## src/rtl/uart_cmd_asm.sv

```systemverilog
`default_nettype none
// ============================================================================
// Module      : uart_cmd_asm
// Description : Assembles UART bytes into {cmd, data} packets with an
//               inter-byte timeout, and returns one-byte responses to the
//               UART transmitter through a single-entry buffer.
//               Optional: define UART_CMD_CHKSUM_EN for 4-byte packets that
//               carry an inverted-sum checksum byte.
// Revision    : 1.0 - initial release
// ============================================================================
module uart_cmd_asm #(
    parameter logic [19:0] TMO_CYCLES = 20'd1000000,
    parameter bit          FAST_SIM   = 1'b1
) (
    input  logic        clk,
    input  logic        rst,
    input  logic        rx_rdy,
    input  logic [7:0]  rx_data,
    output logic        clr_rx_rdy,
    input  logic        tx_busy,
    output logic        trmt,
    output logic [7:0]  tx_data,
    output logic        cmd_rdy,
    output logic [7:0]  cmd,
    output logic [15:0] data,
    input  logic        clr_cmd_rdy,
    input  logic        send_resp,
    input  logic [7:0]  resp,
    output logic        frm_err
);

    localparam logic [19:0] c_tmo_last = FAST_SIM ? 20'd511 : (TMO_CYCLES - 20'd1);

    typedef enum logic [1:0] {
        ST_IDLE    = 2'd0,
        ST_GOT_CMD = 2'd1,
        ST_GOT_HI  = 2'd2,
        ST_GOT_LO  = 2'd3
    } state_t;

    state_t      r_state;
    state_t      w_state_nxt;
    logic [19:0] r_timer;
    logic [7:0]  r_shadow_cmd;
    logic [7:0]  r_shadow_hi;
    logic [7:0]  r_cmd;
    logic [15:0] r_data;
    logic        r_cmd_rdy;
    logic        r_frm_err;
    logic        r_rx_guard;
    logic        r_trmt;
    logic [7:0]  r_tx_data;
    logic        r_pend;
    logic        r_tx_guard;

    logic        w_consume;
    logic        w_ld_cmd;
    logic        w_ld_hi;
    logic        w_complete;
    logic        w_chk_err;
    logic        w_tmo;
    logic        w_launch;
    logic [7:0]  w_data_lo;

`ifdef UART_CMD_CHKSUM_EN
    logic [7:0]  r_shadow_lo;
    logic        w_ld_lo;
    logic [7:0]  w_chk_exp;

    assign w_chk_exp = ~(r_shadow_cmd + r_shadow_hi + r_shadow_lo);
    assign w_data_lo = r_shadow_lo;
`else
    assign w_data_lo = rx_data;
`endif

    // The guard cycle after each consumed byte lets rx_rdy fall before re-sampling
    assign w_consume  = rx_rdy & ~r_rx_guard & ~rst;
    assign clr_rx_rdy = w_consume;

    always_ff @(posedge clk) begin
        if (rst) begin
            r_state <= ST_IDLE;
        end else begin
            r_state <= w_state_nxt;
        end
    end

    always_comb begin
        w_state_nxt = r_state;
        w_ld_cmd    = 1'b0;
        w_ld_hi     = 1'b0;
        w_complete  = 1'b0;
        w_chk_err   = 1'b0;
        w_tmo       = 1'b0;
`ifdef UART_CMD_CHKSUM_EN
        w_ld_lo     = 1'b0;
`endif
        case (r_state)
            ST_IDLE: begin
                if (w_consume) begin
                    w_ld_cmd    = 1'b1;
                    w_state_nxt = ST_GOT_CMD;
                end
            end
            ST_GOT_CMD: begin
                if (w_consume) begin
                    w_ld_hi     = 1'b1;
                    w_state_nxt = ST_GOT_HI;
                end
            end
            ST_GOT_HI: begin
                if (w_consume) begin
`ifdef UART_CMD_CHKSUM_EN
                    w_ld_lo     = 1'b1;
                    w_state_nxt = ST_GOT_LO;
`else
                    w_complete  = 1'b1;
                    w_state_nxt = ST_IDLE;
`endif
                end
            end
`ifdef UART_CMD_CHKSUM_EN
            ST_GOT_LO: begin
                if (w_consume) begin
                    w_state_nxt = ST_IDLE;
                    if (rx_data == w_chk_exp) begin
                        w_complete = 1'b1;
                    end else begin
                        w_chk_err  = 1'b1;
                    end
                end
            end
`endif
            default: begin
                w_state_nxt = ST_IDLE;
            end
        endcase
        // A byte landing on the terminal count takes priority over the timeout
        if ((r_state != ST_IDLE) && !w_consume && (r_timer == c_tmo_last)) begin
            w_tmo       = 1'b1;
            w_state_nxt = ST_IDLE;
        end
    end

    always_ff @(posedge clk) begin
        if (rst || (r_state == ST_IDLE) || w_consume || w_tmo) begin
            r_timer <= 20'd0;
        end else begin
            r_timer <= r_timer + 20'd1;
        end
    end

    always_ff @(posedge clk) begin
        if (rst) begin
            r_shadow_cmd <= 8'h00;
            r_shadow_hi  <= 8'h00;
`ifdef UART_CMD_CHKSUM_EN
            r_shadow_lo  <= 8'h00;
`endif
            r_cmd        <= 8'h00;
            r_data       <= 16'h0000;
            r_cmd_rdy    <= 1'b0;
            r_frm_err    <= 1'b0;
            r_rx_guard   <= 1'b0;
        end else begin
            if (w_ld_cmd) begin
                r_shadow_cmd <= rx_data;
            end
            if (w_ld_hi) begin
                r_shadow_hi <= rx_data;
            end
`ifdef UART_CMD_CHKSUM_EN
            if (w_ld_lo) begin
                r_shadow_lo <= rx_data;
            end
            if (w_tmo) begin
                r_shadow_lo <= 8'h00;
            end
`endif
            if (w_tmo) begin
                r_shadow_cmd <= 8'h00;
                r_shadow_hi  <= 8'h00;
            end
            if (w_complete) begin
                r_cmd  <= r_shadow_cmd;
                r_data <= {r_shadow_hi, w_data_lo};
            end
            if (w_complete) begin
                r_cmd_rdy <= 1'b1;
            end else if (clr_cmd_rdy) begin
                r_cmd_rdy <= 1'b0;
            end
            r_frm_err  <= w_tmo | w_chk_err;
            r_rx_guard <= w_consume;
        end
    end

    // A fresh request in the launch cycle defers the launch so the newest byte is sent once
    assign w_launch = r_pend & ~tx_busy & ~r_tx_guard & ~send_resp & ~w_chk_err;

    always_ff @(posedge clk) begin
        if (rst) begin
            r_trmt     <= 1'b0;
            r_tx_data  <= 8'h00;
            r_pend     <= 1'b0;
            r_tx_guard <= 1'b0;
        end else begin
            r_trmt     <= w_launch;
            r_tx_guard <= w_launch;
            if (w_chk_err) begin
                r_tx_data <= 8'hEE;
                r_pend    <= 1'b1;
            end else if (send_resp) begin
                r_tx_data <= resp;
                r_pend    <= 1'b1;
            end else if (w_launch) begin
                r_pend    <= 1'b0;
            end
        end
    end

    assign trmt    = r_trmt;
    assign tx_data = r_tx_data;
    assign cmd_rdy = r_cmd_rdy;
    assign cmd     = r_cmd;
    assign data    = r_data;
    assign frm_err = r_frm_err;

endmodule
`default_nettype wire

```

## config.mk

```make
export PLATFORM = sky130hd
export DESIGN_NAME = uart_cmd_asm
export DESIGN_NICKNAME = d
export VERILOG_FILES = /design/src/rtl/uart_cmd_asm.sv
export SDC_FILE = /design/constraint.sdc
export NUM_CORES = 1
export LEC_CHECK = 0
export CORE_MARGIN = 2
export CORE_UTILIZATION = 65
export DETAILED_ROUTE_END_ITERATION = 10
export DONT_BUFFER_PORTS = 1
export PLACE_DENSITY = 0.81
export SYNTH_ARGS = -nofsm -noshare
export SYNTH_HDL_FRONTEND = slang
export SYNTH_SLANG_ARGS = --single-unit
```

## constraint.sdc

```tcl
create_clock -name clk -period 4.1 [get_ports clk]
set_input_delay 0.205 -clock clk [delete_from_list [all_inputs] [get_ports clk]]
set_output_delay 0.205 -clock clk [all_outputs]
set_load 0.05 [all_outputs]
```

# Word level (Yosys, flattened, before mapping)
# Cells that the tools add are included.
[totals] output_inout_bits=36 wordCells=55 input_bits=22 register_bits=75
[classes] addsub=1 n_bitwise=10 n_mux=13 n_eq_ne=6 n_reduce_logical=13
[op_table] cell="$add A20 B1 Y20 const B" count=1
[op_table] cell="$eq A20 B9 Y1 const B" count=1
[op_table] cell="$mux W1" count=9
[op_table] cell="$mux W2" count=3
[op_table] cell="$ne A2 B2 Y1 const B" count=3
[op_table] cell="$pmux W2 S3" count=1
[op_table] cell="$reduce_bool A2 Y1" count=3
[op_table] cell="$and A1 B1 Y1" count=5
[op_table] cell="$not A1 Y1" count=5
[op_table] cell="$reduce_or A2 Y1" count=2
[op_table] cell="$logic_or A1 B1 Y1" count=3
[op_table] cell="$reduce_and A3 Y1" count=1
[op_table] cell="$eq A2 B1 Y1 const B" count=1
[op_table] cell="$eq A2 B2 Y1 const B" count=1
[op_table] cell="$logic_and A1 B1 Y1" count=2
[op_table] cell="$logic_not A2 Y1" count=1
[op_table] cell="$logic_not A1 Y1" count=1

# Logic depth before layout (Yosys ltp)
# Gate-level depths: netlist of run 1.
[logic_depth] word_depth=8 depth_mapped=6 mapped_depth_nobuf=5

# Least setup slack after synthesis of run 1
# OpenSTA, ideal clock, no wires.
[synth_path] kind="reg-to-reg" start="register r_timer[0]" end="register r_shadow_hi[0]" setup_time_ps=117 arrival_ps=1718 path_slack_ps=2265 required_time_ps=3983 stages_incl_launch_ff=7 synth_period_minus_slack_ps=1835 cell_sequence="dfxtp_1 -> ha_1 -> and4_1 -> nand2_1 -> o41ai_4 -> buf_2 -> nor2_1"
[synth_via] elab_chain_len=4
[synth_lines] item="from (decl)" line_no="43" source="logic [19:0] r_timer;"
[synth_lines] item="from (signal assigned)" line_no="149" source="r_timer <= r_timer + 20'd1;"
[synth_lines] item="$eq A20 B9 Y1" line_no="139" source="if ((r_state != ST_IDLE) && !w_consume && (r_timer == c_tmo_last)) begin"
[synth_lines] item="$logic_and A1 B1 Y1" line_no="139"
[synth_lines] item="$mux W1" line_no="139"
[synth_lines] item="$reduce_or A2 Y1 (no line)"
[synth_lines] item="to (signal assigned)" line_no="170" source="r_shadow_hi <= rx_data;"
[synth_lines] item="to (decl)" line_no="45" source="logic [7:0] r_shadow_hi;"
# Every way passes these cells.
# A chain may end at the register's enable or synchronous reset.

# Final worst setup path of run 1
[layout_path] start="register r_timer[0]" end="register r_shadow_hi[5]"
# Same word-level chain as after synthesis.

==> results of run 1 <==
==> timing repair <==
action / 4_1_cts / 5_1_grt
hold endpoints to repair: 39 / 0
endpoints found under the setup margin: 0 / 0
hold buffers: 10 / 0
==> metal layers <==
metal / up-vias / part of all wire, % / track usage [%]
met4: 0 / 2.0 / 13.2
met1: 1015 / 46 / 31.6
met3: 10 / 6.9 / 5.98
met5: - / 0 / 0
li1: 1132 / - / -
met2: 63 / 45 / 37.2
==> worst max-delay path, delay by kind of cell, from the launching register on <==
| kind | cells | cell delay (ps) |
|---|---|---|
| compound gates | 1 | 880 |
| simple gates | 3 | 510 |
| flops | 1 | 370 |
| fa+ha+maj | 1 | 270 |
==> worst paths after layout <==
| check | startpoint | end | slack, ps | cells past startpoint |
|---|---|---|---|---|
| min reg2reg | r_shadow_cmd[3]$_SDFFE_PP0P_ | r_shadow_cmd[3]$_SDFFE_PP0P_ | 460 | 2 |
| min | rx_data[5] | r_shadow_cmd[5]$_SDFFE_PP0P_ | 10 | 2 |
| max | r_timer[0]$_SDFF_PP0_ | r_shadow_hi[5]$_SDFFE_PP0P_ | 1940 | 5 |
| max reg2reg | r_timer[0]$_SDFF_PP0_ | r_shadow_hi[5]$_SDFFE_PP0P_ | 1940 | 5 |
==> sequential cells by signal, summed over array words and instances, names as in the netlist <==
register,cells
r_rx_guard,1
r_tx_guard,1
r_pend,1
data,16
cmd_rdy,1
r_timer,20
r_shadow_cmd,8
r_state,2
tx_data,8
cmd,8
r_shadow_hi,8
frm_err,1
==> kinds of logic after synthesis <==
kind of cell | after synthesis
AND/OR/NAND/NOR | 157
flip-flops | 75
AO/OA/AOI/OAI | 45
buffers and inverters | 20
multiplexers | 16
XOR/XNOR | 15
adder cells (fa/ha/maj) | 1
==> where the power goes <==
| group | internal, uW | switching (uW) | total [uW] |
|---|---|---|---|
| Sequential | 741 | 26.5 | 768 |
| Clock | 406 | 253 | 660 |
| Combinational | 25.6 | 34.2 | 59.8 |
==> final cells by class <==
| cell class | count | area (um^2) | area share (%) |
|---|---|---|---|
| clock inverter | 4 | 98.8 | 3.05 |
| clock buffer | 12 | 135 | 4.17 |
| tap | 52 | 65.1 | 2.01 |
| sequential | 75 | 1500 | 46.4 |
| multi-input combinational | 234 | 1300 | 40.2 |
| timing repair buffer | 12 | 125 | 3.86 |
| inverter | 3 | 11.3 | 0.348 |
==> cells in the final DEF (no fill, tap or decap), types with 4 or more instances in the layout <==
cell type	count
a21oi_1	39
clkbuf_8	9
dfxtp_1	75
dlygate4sd3_1	9
mux2i_1	16
nand2_1	66
nand3_1	19
nor2_1	39
nor3_1	4
nor4_1	7
xnor2_1	11
xor2_1	4
==> stage by stage <==
stage	hold WS [ps]	std cells
final	12.9	392
after global routing	7.90	392
after CTS	0.781	392
after detailed placement	280	366
after global placement	278	366
after floorplan	341	329
==> reports/metrics.csv, run 1 <==
metric,value,unit
status,finished clean,
vias_per_cell,5.66,
post-synth-top-area-cell,dfxtp_1,
synth-edff-count,0,
dp_worst_setup_slack,1960,ps
cts.sinks,75,
grt_start_max_net_pins,38,
relSlewSlack,34.4,%
syn_area_per_cell,8.75,um^2
ys_types,35,
fill_cells,327,
utilization,74.9,%
wl_per_cell,14.5,um
crit_chain,ha_1 -> and4_1 -> nand2_1 -> o41ai_4 -> nor2_1,
post_cts_resized,0,
tns,0,ps
tightest_slew,982,ps
startpoint_type,flip-flop,
grt.overflow.total,0,
ant_nets,0,
yosys_warnings,0,
first_pass_iters,4,
ir_drop,0.276,mV
die-area,4980,um^2
port_buffers,0,
die_h,70.6,um
cp.arrival,2350,ps
synth_top_family_by_area,simple AND/OR/NAND/NOR gates,
cp.required,4290,ps
place_congestion,0.818,
cts_root_buf,clkbuf_8,
synth_most_common_cell,dfxtp_1,
cp_slowest_cell,o41ai_4,
synthMuxAreaShare,5.56,%
drc,0,
mappedNetlistArea,2880,um^2
start_util,66.6,%
num_rows,24,
hold_class,primary input to flip-flop,
clock.fmax,462,MHz
num_vias,2220,
pwr_density_cell,459,nW/um^2
yosys-top-cells-area,"dfxtp_1 (52%), nand2_1 (8.6%), a21oi_1 (6.8%)",
postCtsSetupBuffers,0,
coreArea,4320,um^2
setup_viol,0,
grt_first_pass_wirelength,9.56,mm
die_w,70.6,um
routed_wl,5.67,mm
cts_buffers,9,
leakagePower,0.00110,uW
synthToLayoutAreaGrowth,12.4,%
grt_pass1_vias,2091,
antenna_found_initial,0,
finalClockSkew,6.37,ps
synth_fp_nets,352,
yosysSeqAreaShare,52.1,%
async_reset_ff_share,0,%
final_hold_viol_count,0,
synth_compound_area_share,8.86,%
worst_skew_pair.late_latency,340,ps
synth_top_area_share,52.1,%
drive_above_1_share,6.47,%
synthCells,329,
h-tree-depth,3,
synth_commonest_cells,"dfxtp_1 (75), nand2_1 (66), a21oi_1 (39), nor2_1 (39), nand3_1 (19)",
diodes,0,
design_area,3240,um^2
critPathKind,flip-flop to flip-flop,
dpl.hpwl,3.63,mm
finalCritPeriodShare,52.8,%
cts_buffer_depth,2,
ys.flop_type,dfxtp_1,
cap_violations,0,
ioPinCount,58,
fin_nets,358,
synth_fa_ha_area_share,0.434,%
detailed_place.area,2890,um^2
drv_slew,0,
layout_min_cycle_time,2160,ps
drt_iter0_markers,128,
rsz0062_at_grt,false,
path_max_fanout,18,
clk_pin_slew,70,ps
cp-end-kind,flip-flop,
grt_usage,24.2,%
synth_xor_area_share,4.56,%
synth-seq-cells,75,
max_stage_delay,880,ps
setup_slack,1940,ps
synthSimpleGateAreaFrac,25.5,%
report.power.total,1490,uW
cts_tree,done,
No activity file was read; power rests on OpenSTA's default activity.
==> run 2, diff against run 1 <==
- CORE_UTILIZATION: 65 -> 62
- PLACE_DENSITY: 0.81 -> 0.78
- clock period: 4.1 -> 2 ns (I/O delays scaled with it)
==> run 2 against run 1 <==
- first-iteration DRC count rose by 80%
- setup slack got worse by 1800 ps
- clock power rose by 88%
==> reports/metrics.csv, run 2 (synthesis gave the netlist of run 1 again) <==
metric,value,unit,change
holdBufCountCts,27,,+17
die-area,5210,um^2,+4.6%
coreArea,4410,um^2,+2.1%
finalCritPeriodShare,91.1,%,+38 points
diodes,0,,unchanged
finalClockSkew,10.7,ps,+4.32 ps
antenna_found_initial,0,,unchanged
post_cts_resized,0,,unchanged
layout_min_cycle_time,1820,ps,-342 ps
crit_chain,nand4_4 -> or4_4 -> or4_1 -> a21oi_1,,
ant_nets,0,,unchanged
hold_class,primary input to flip-flop,,
use_met3,6.94,%,+0.96 points
dpl.hpwl,3.85,mm,+6.1%
final_hold_viol_count,0,,unchanged
holdWs,41.0,ps,+28.2 ps
fin_nets,383,,+7.0%
max_stage_delay,580,ps,-300 ps
cp-end-kind,flip-flop,,
cap_violations,0,,unchanged
place_congestion,0.799,,-2.3%
die_h,72.2,um,+2.3%
grt_usage,29.0,%,+4.7 points
tightest_slew,582,ps,-400 ps
largest_reg_flops,20,,unchanged
tns,0,ps,unchanged
start_util,65.2,%,-1.4 points
drive_above_1_share,9.04,%,+2.6 points
postCtsSetupBuffers,0,,unchanged
cts.sinks,75,,unchanged
min_to,cmd[6]$_SDFFE_PP0P_,,
ir_drop,0.605,mV,+120%
critPathKind,flip-flop to flip-flop,,
grt_first_pass_wirelength,11.5,mm,+20%
holdPathStages,2,,unchanged
cts_buffer_depth,2,,unchanged
wl_per_cell,16.9,um,+17%
first_pass_iters,4,,unchanged
grt_start_max_net_pins,38,,unchanged
clk_pin_slew,80,ps,about the same
grt_use_met1,34.9,%,+3.3 points
ioPinCount,58,,unchanged
worst_skew_pair.late_latency,340,ps,about the same
report.power.total,3000,uW,+100%
h-tree-depth,3,,unchanged
drt_iter0_markers,231,,+80%
cts_root_buf,clkbuf_8,,
top_register,r_timer,,
cp.required,2270,ps,-2020 ps
grt.overflow.total,0,,unchanged
grt_pass1_vias,2374,,+14%
reg2reg_depth,4,,-1
hp-start,rst,,
num_rows,24,,unchanged
synthToLayoutAreaGrowth,20.2,%,
port_buffers,0,,unchanged
regToRegStartpoint,r_timer[3]$_SDFF_PP0_,,
cts_buffers,9,,unchanged
startpoint_type,flip-flop,,
drv_slew,0,,unchanged
routed_wl,7.03,mm,+24%
rrSetupSlack,180,ps,-1760 ps
final_cell_mix,"dfxtp_1 (75), nand2_1 (66), a21oi_1 (39), nor2_1 (39), dlygate4sd3_1 (26)",,
rsz0062_at_grt,false,,
status,finished clean,,
leakagePower,0.00120,uW,+8.8%
relSlewSlack,61.2,%,+27 points
path_max_fanout,7,,-11
busiest_layer,met2,,
cts_tree,done,,
timing.rr.end,r_timer[17]$_SDFF_PP0_,,
clock.fmax,549,MHz,+19%
cp.arrival,2090,ps,-260 ps
pwr_density_cell,868,nW/um^2,+89%
die_w,72.2,um,+2.3%
vias_per_cell,5.77,,+1.8%
final_common_cell,dfxtp_1,,
cp_slowest_cell,or4_4,,
setup_viol,0,,unchanged
use_met2,47.8,%,+11 points
drc,0,,unchanged
num_vias,2405,,+8.3%
run 2: cell types whose count changed in the layout (fill, tap and decap cells not counted), sizes merged:
| cell | previous run | this run |
|---|---|---|
| buf | 3 | 11 |
| dlygate4sd3 | 9 | 26 |
| bufinv | 3 | 2 |
| clkbuf | 12 | 9 |
| clkinvlp | 0 | 3 |
| clkinv | 1 | 2 |
run 2: area by class of cell:
class	instances	area (um^2)
repair buffers	37	368
inverters	3	11.3
well taps	52	65.1
clock inverters	7	92.6
clock buffers	9	124
multi-input cells	234	1300
fillers	287	951
flip-flops and latches	75	1500
run 2: stage by stage:
stage                     instance area [um^2]  setup slack, ps  util, %  std cells
after floorplan                           2880              165        -        329
final                                     3460              178     78.5        417
after detailed placement                  2970              198     67.2        374
after global placement                    2970              239     67.2        374
after CTS                                 3460              186     78.5        417
after global routing                      3460              101     78.5        417
run 2: report_power, final:
group / internal, uW / total (uW) / switching, uW
Combinational: 87.0 / 185 / 98.1
Clock: 697 / 1240 / 545
Sequential: 1520 / 1580 / 58.2
run 2: how the worst max path moves through the flow:
stage | from | to | depth (start not counted)
after floorplan | r_timer[0]$_SDFF_PP0_ | r_shadow_hi[0]$_SDFFE_PP0P_ | 6
after global placement | r_timer[3]$_SDFF_PP0_ | r_timer[17]$_SDFF_PP0_ | 4
after detailed placement | r_timer[3]$_SDFF_PP0_ | r_timer[17]$_SDFF_PP0_ | 4
after CTS | r_timer[3]$_SDFF_PP0_ | r_timer[17]$_SDFF_PP0_ | 4
after global routing | r_timer[3]$_SDFF_PP0_ | r_timer[17]$_SDFF_PP0_ | 4
final | r_timer[3]$_SDFF_PP0_ | r_timer[17]$_SDFF_PP0_ | 4
run 2: metal layers:
metal  part of all wire [%]  wire (um)
met5                      0          0
met4                    3.6        253
met3                    6.6        465
met2                     48       3390
met1                     42       2920
run 2: worst max-delay path: cells and delay by family, from the launching register on:
kind | cells | cell delay (ps)
AO/OA/AOI/OAI | 1 | 140
AND/OR/NAND/NOR | 3 | 1160
flip-flops | 1 | 460
==> run 3, diff against run 2 <==
- REMOVE_ABC_BUFFERS: unset -> 1
- SLEW_MARGIN: unset -> 20
==> run 3 against run 2 <==
- global-route usage shrank 2.7 points
- sequential power hardly changed
- routed wire length shrank 9.6%
- clock power is 8% lower
- register-to-register slack got worse by 50 ps
- core utilization decreased by 1.5 points
==> reports/metrics.csv, run 3 (synthesis gave the netlist of run 1 again) <==
metric,value,unit,change
worst_skew_pair.late_latency,330,ps,about the same
first_pass_iters,4,,unchanged
grt.overflow.total,0,,unchanged
tightest_slew,585,ps,+3.53 ps
cp.arrival,2130,ps,+40 ps
start_util,65.2,%,unchanged
p_clk_share,39.6,%,-1.7 points
final_hold_viol_count,0,,unchanged
swShare,23.6,%,+0.23 points
path_max_fanout,7,,unchanged
vias_per_cell,5.77,,about the same
finalCritPeriodShare,93.5,%,+2.4 points
setup_viol,0,,unchanged
die_w,72.2,um,unchanged
wl_per_cell,15.3,um,-9.2%
cts_buffer_depth,2,,unchanged
coreArea,4410,um^2,unchanged
combPwrFrac,5.6,%,-0.6 points
min_to,data[15]$_SDFFE_PP0P_,,
die-area,5210,um^2,unchanged
grt_start_max_net_pins,38,,unchanged
cts_buffers,9,,unchanged
drive_above_1_share,9.92,%,+0.88 points
ir_drop,0.445,mV,-26%
internal-power,2200,uW,-4.7%
ant_nets,0,,unchanged
drt_iter0_markers,173,,-25%
port_buffers,0,,unchanged
num_rows,24,,unchanged
cp.required,2260,ps,about the same
holdPathStages,2,,unchanged
critPathKind,flip-flop to flip-flop,,
setup_slack,130,ps,-47.3 ps
layout_min_cycle_time,1870,ps,+47.3 ps
ioPinCount,58,,unchanged
relSlewSlack,60.9,%,-0.31 points
cts.sinks,75,,unchanged
hold_class,primary input to flip-flop,,
leakagePower,0.00119,uW,-0.36%
drv_slew,0,,unchanged
dpl.hpwl,3.74,mm,-3.0%
grt_usage,26.3,%,-2.7 points
largest_reg_flops,20,,unchanged
critPathLaunch,r_timer[3]$_SDFF_PP0_,,
drc,0,,unchanged
startpoint_type,flip-flop,,
status,finished clean,,
clk_pin_slew,80,ps,about the same
die_h,72.2,um,unchanged
final_cell_mix,"dfxtp_1 (75), nand2_1 (66), a21oi_1 (39), nor2_1 (39), dlygate4sd3_1 (20)",,
num_vias,2393,,-0.50%
place_congestion,0.799,,unchanged
grt_pass1_vias,2355,,-0.80%
cts_root_buf,clkbuf_8,,
reg2reg_depth,4,,unchanged
final_common_cell,dfxtp_1,,
rrSetupSlack,130,ps,-50 ps
h-tree-depth,3,,unchanged
rsz0062_at_grt,false,,
finalClockSkew,7.59,ps,-3.11 ps
antenna_found_initial,0,,unchanged
diodes,0,,unchanged
switchingPower,677,uW,-3.4%
seqPwrFrac,54.8,%,+2.3 points
regToRegStartpoint,r_timer[3]$_SDFF_PP0_,,
hp-start,rst,,
grt_first_pass_wirelength,10.7,mm,-7.1%
timing.rr.end,r_timer[17]$_SDFF_PP0_,,
pwr_density_cell,846,nW/um^2,-2.5%
cap_violations,0,,unchanged
routed_wl,6.35,mm,-9.6%
dp_worst_setup_slack,133,ps,-65.0 ps
cts_tree,done,,
synthToLayoutAreaGrowth,18.0,%,
report.power.total,2870,uW,-4.4%
fin_nets,381,,-0.52%
top_register,r_timer,,
cp-end-kind,flip-flop,,
clock.fmax,535,MHz,-2.5%
## run 3: changes by cell type in the layout (fill, tap and decap cells not counted)
cell,change
buf_12,-1
buf_4,+5
bufinv_16,-1
clkbuf_1,+1
clkbuf_8,+1
clkinv_2,+1
clkinvlp_4,-2
dlygate4sd3_1,-6
## run 3: critical path: stages, from the launching register on
cell     delay, ps
dfxtp_1        460
nand4_4        180
or4_4          570
or4_1          420
a21oi_1        170
## run 3: area by class of cell
class | instances | area, um^2
clock buffers | 11 | 141
clock inverters | 5 | 52.6
fillers | 310 | 1020
inverters | 3 | 11.3
multi-input cells | 234 | 1300
flip-flops and latches | 75 | 1500
well taps | 52 | 65.1
repair buffers | 35 | 325
## run 3: through the flow
stage	instance area [um^2]	hold slack, ps	setup TNS (ps)	instances	util [%]
2_1_floorplan	2810	169	-32550	312	-
3_3_place_gp	2980	172	0	378	67.6
3_5_place_dp	2980	174	0	378	67.6
4_1_cts	3400	26.4	0	415	77.0
5_1_grt	3400	38.2	0	415	77.0
6_report	3400	32.4	0	415	77.0
## run 3: what timing repair did
action	4_1_cts	5_1_grt
endpoints found under the setup margin	0	0
hold buffers	21	0
endpoints found under the hold margin	53	0
setup buffers	0	0
gates resized for setup	0	0
## run 3: power by group through the flow
stage / Sequential, uW / Clock, uW / Combinational (uW)
CTS: 1570 / 1150 / 156
floorplan: 1600 / 0 / 73.3
detailed placement: 1610 / 0 / 101
global placement: 1610 / 0 / 98.2
global route: 1580 / 1230 / 175
finish: 1580 / 1140 / 161
## run 3: worst max-delay path by stage
stage                             end
3_3_place_gp   r_timer[17]$_SDFF_PP0_
3_5_place_dp   r_timer[17]$_SDFF_PP0_
6_report       r_timer[17]$_SDFF_PP0_
4_1_cts        r_timer[17]$_SDFF_PP0_
2_1_floorplan     cmd[0]$_SDFFE_PP0P_
5_1_grt        r_timer[17]$_SDFF_PP0_
## run 3: routing by layer
layer / vias up / track usage, % / routed length, um
met5: - / 0 / 0
met4: 0 / 12.4 / 139
met3: 12 / 6.25 / 430
met2: 85 / 44.8 / 3050
met1: 1122 / 31.3 / 2730
li1: 1174 / - / -
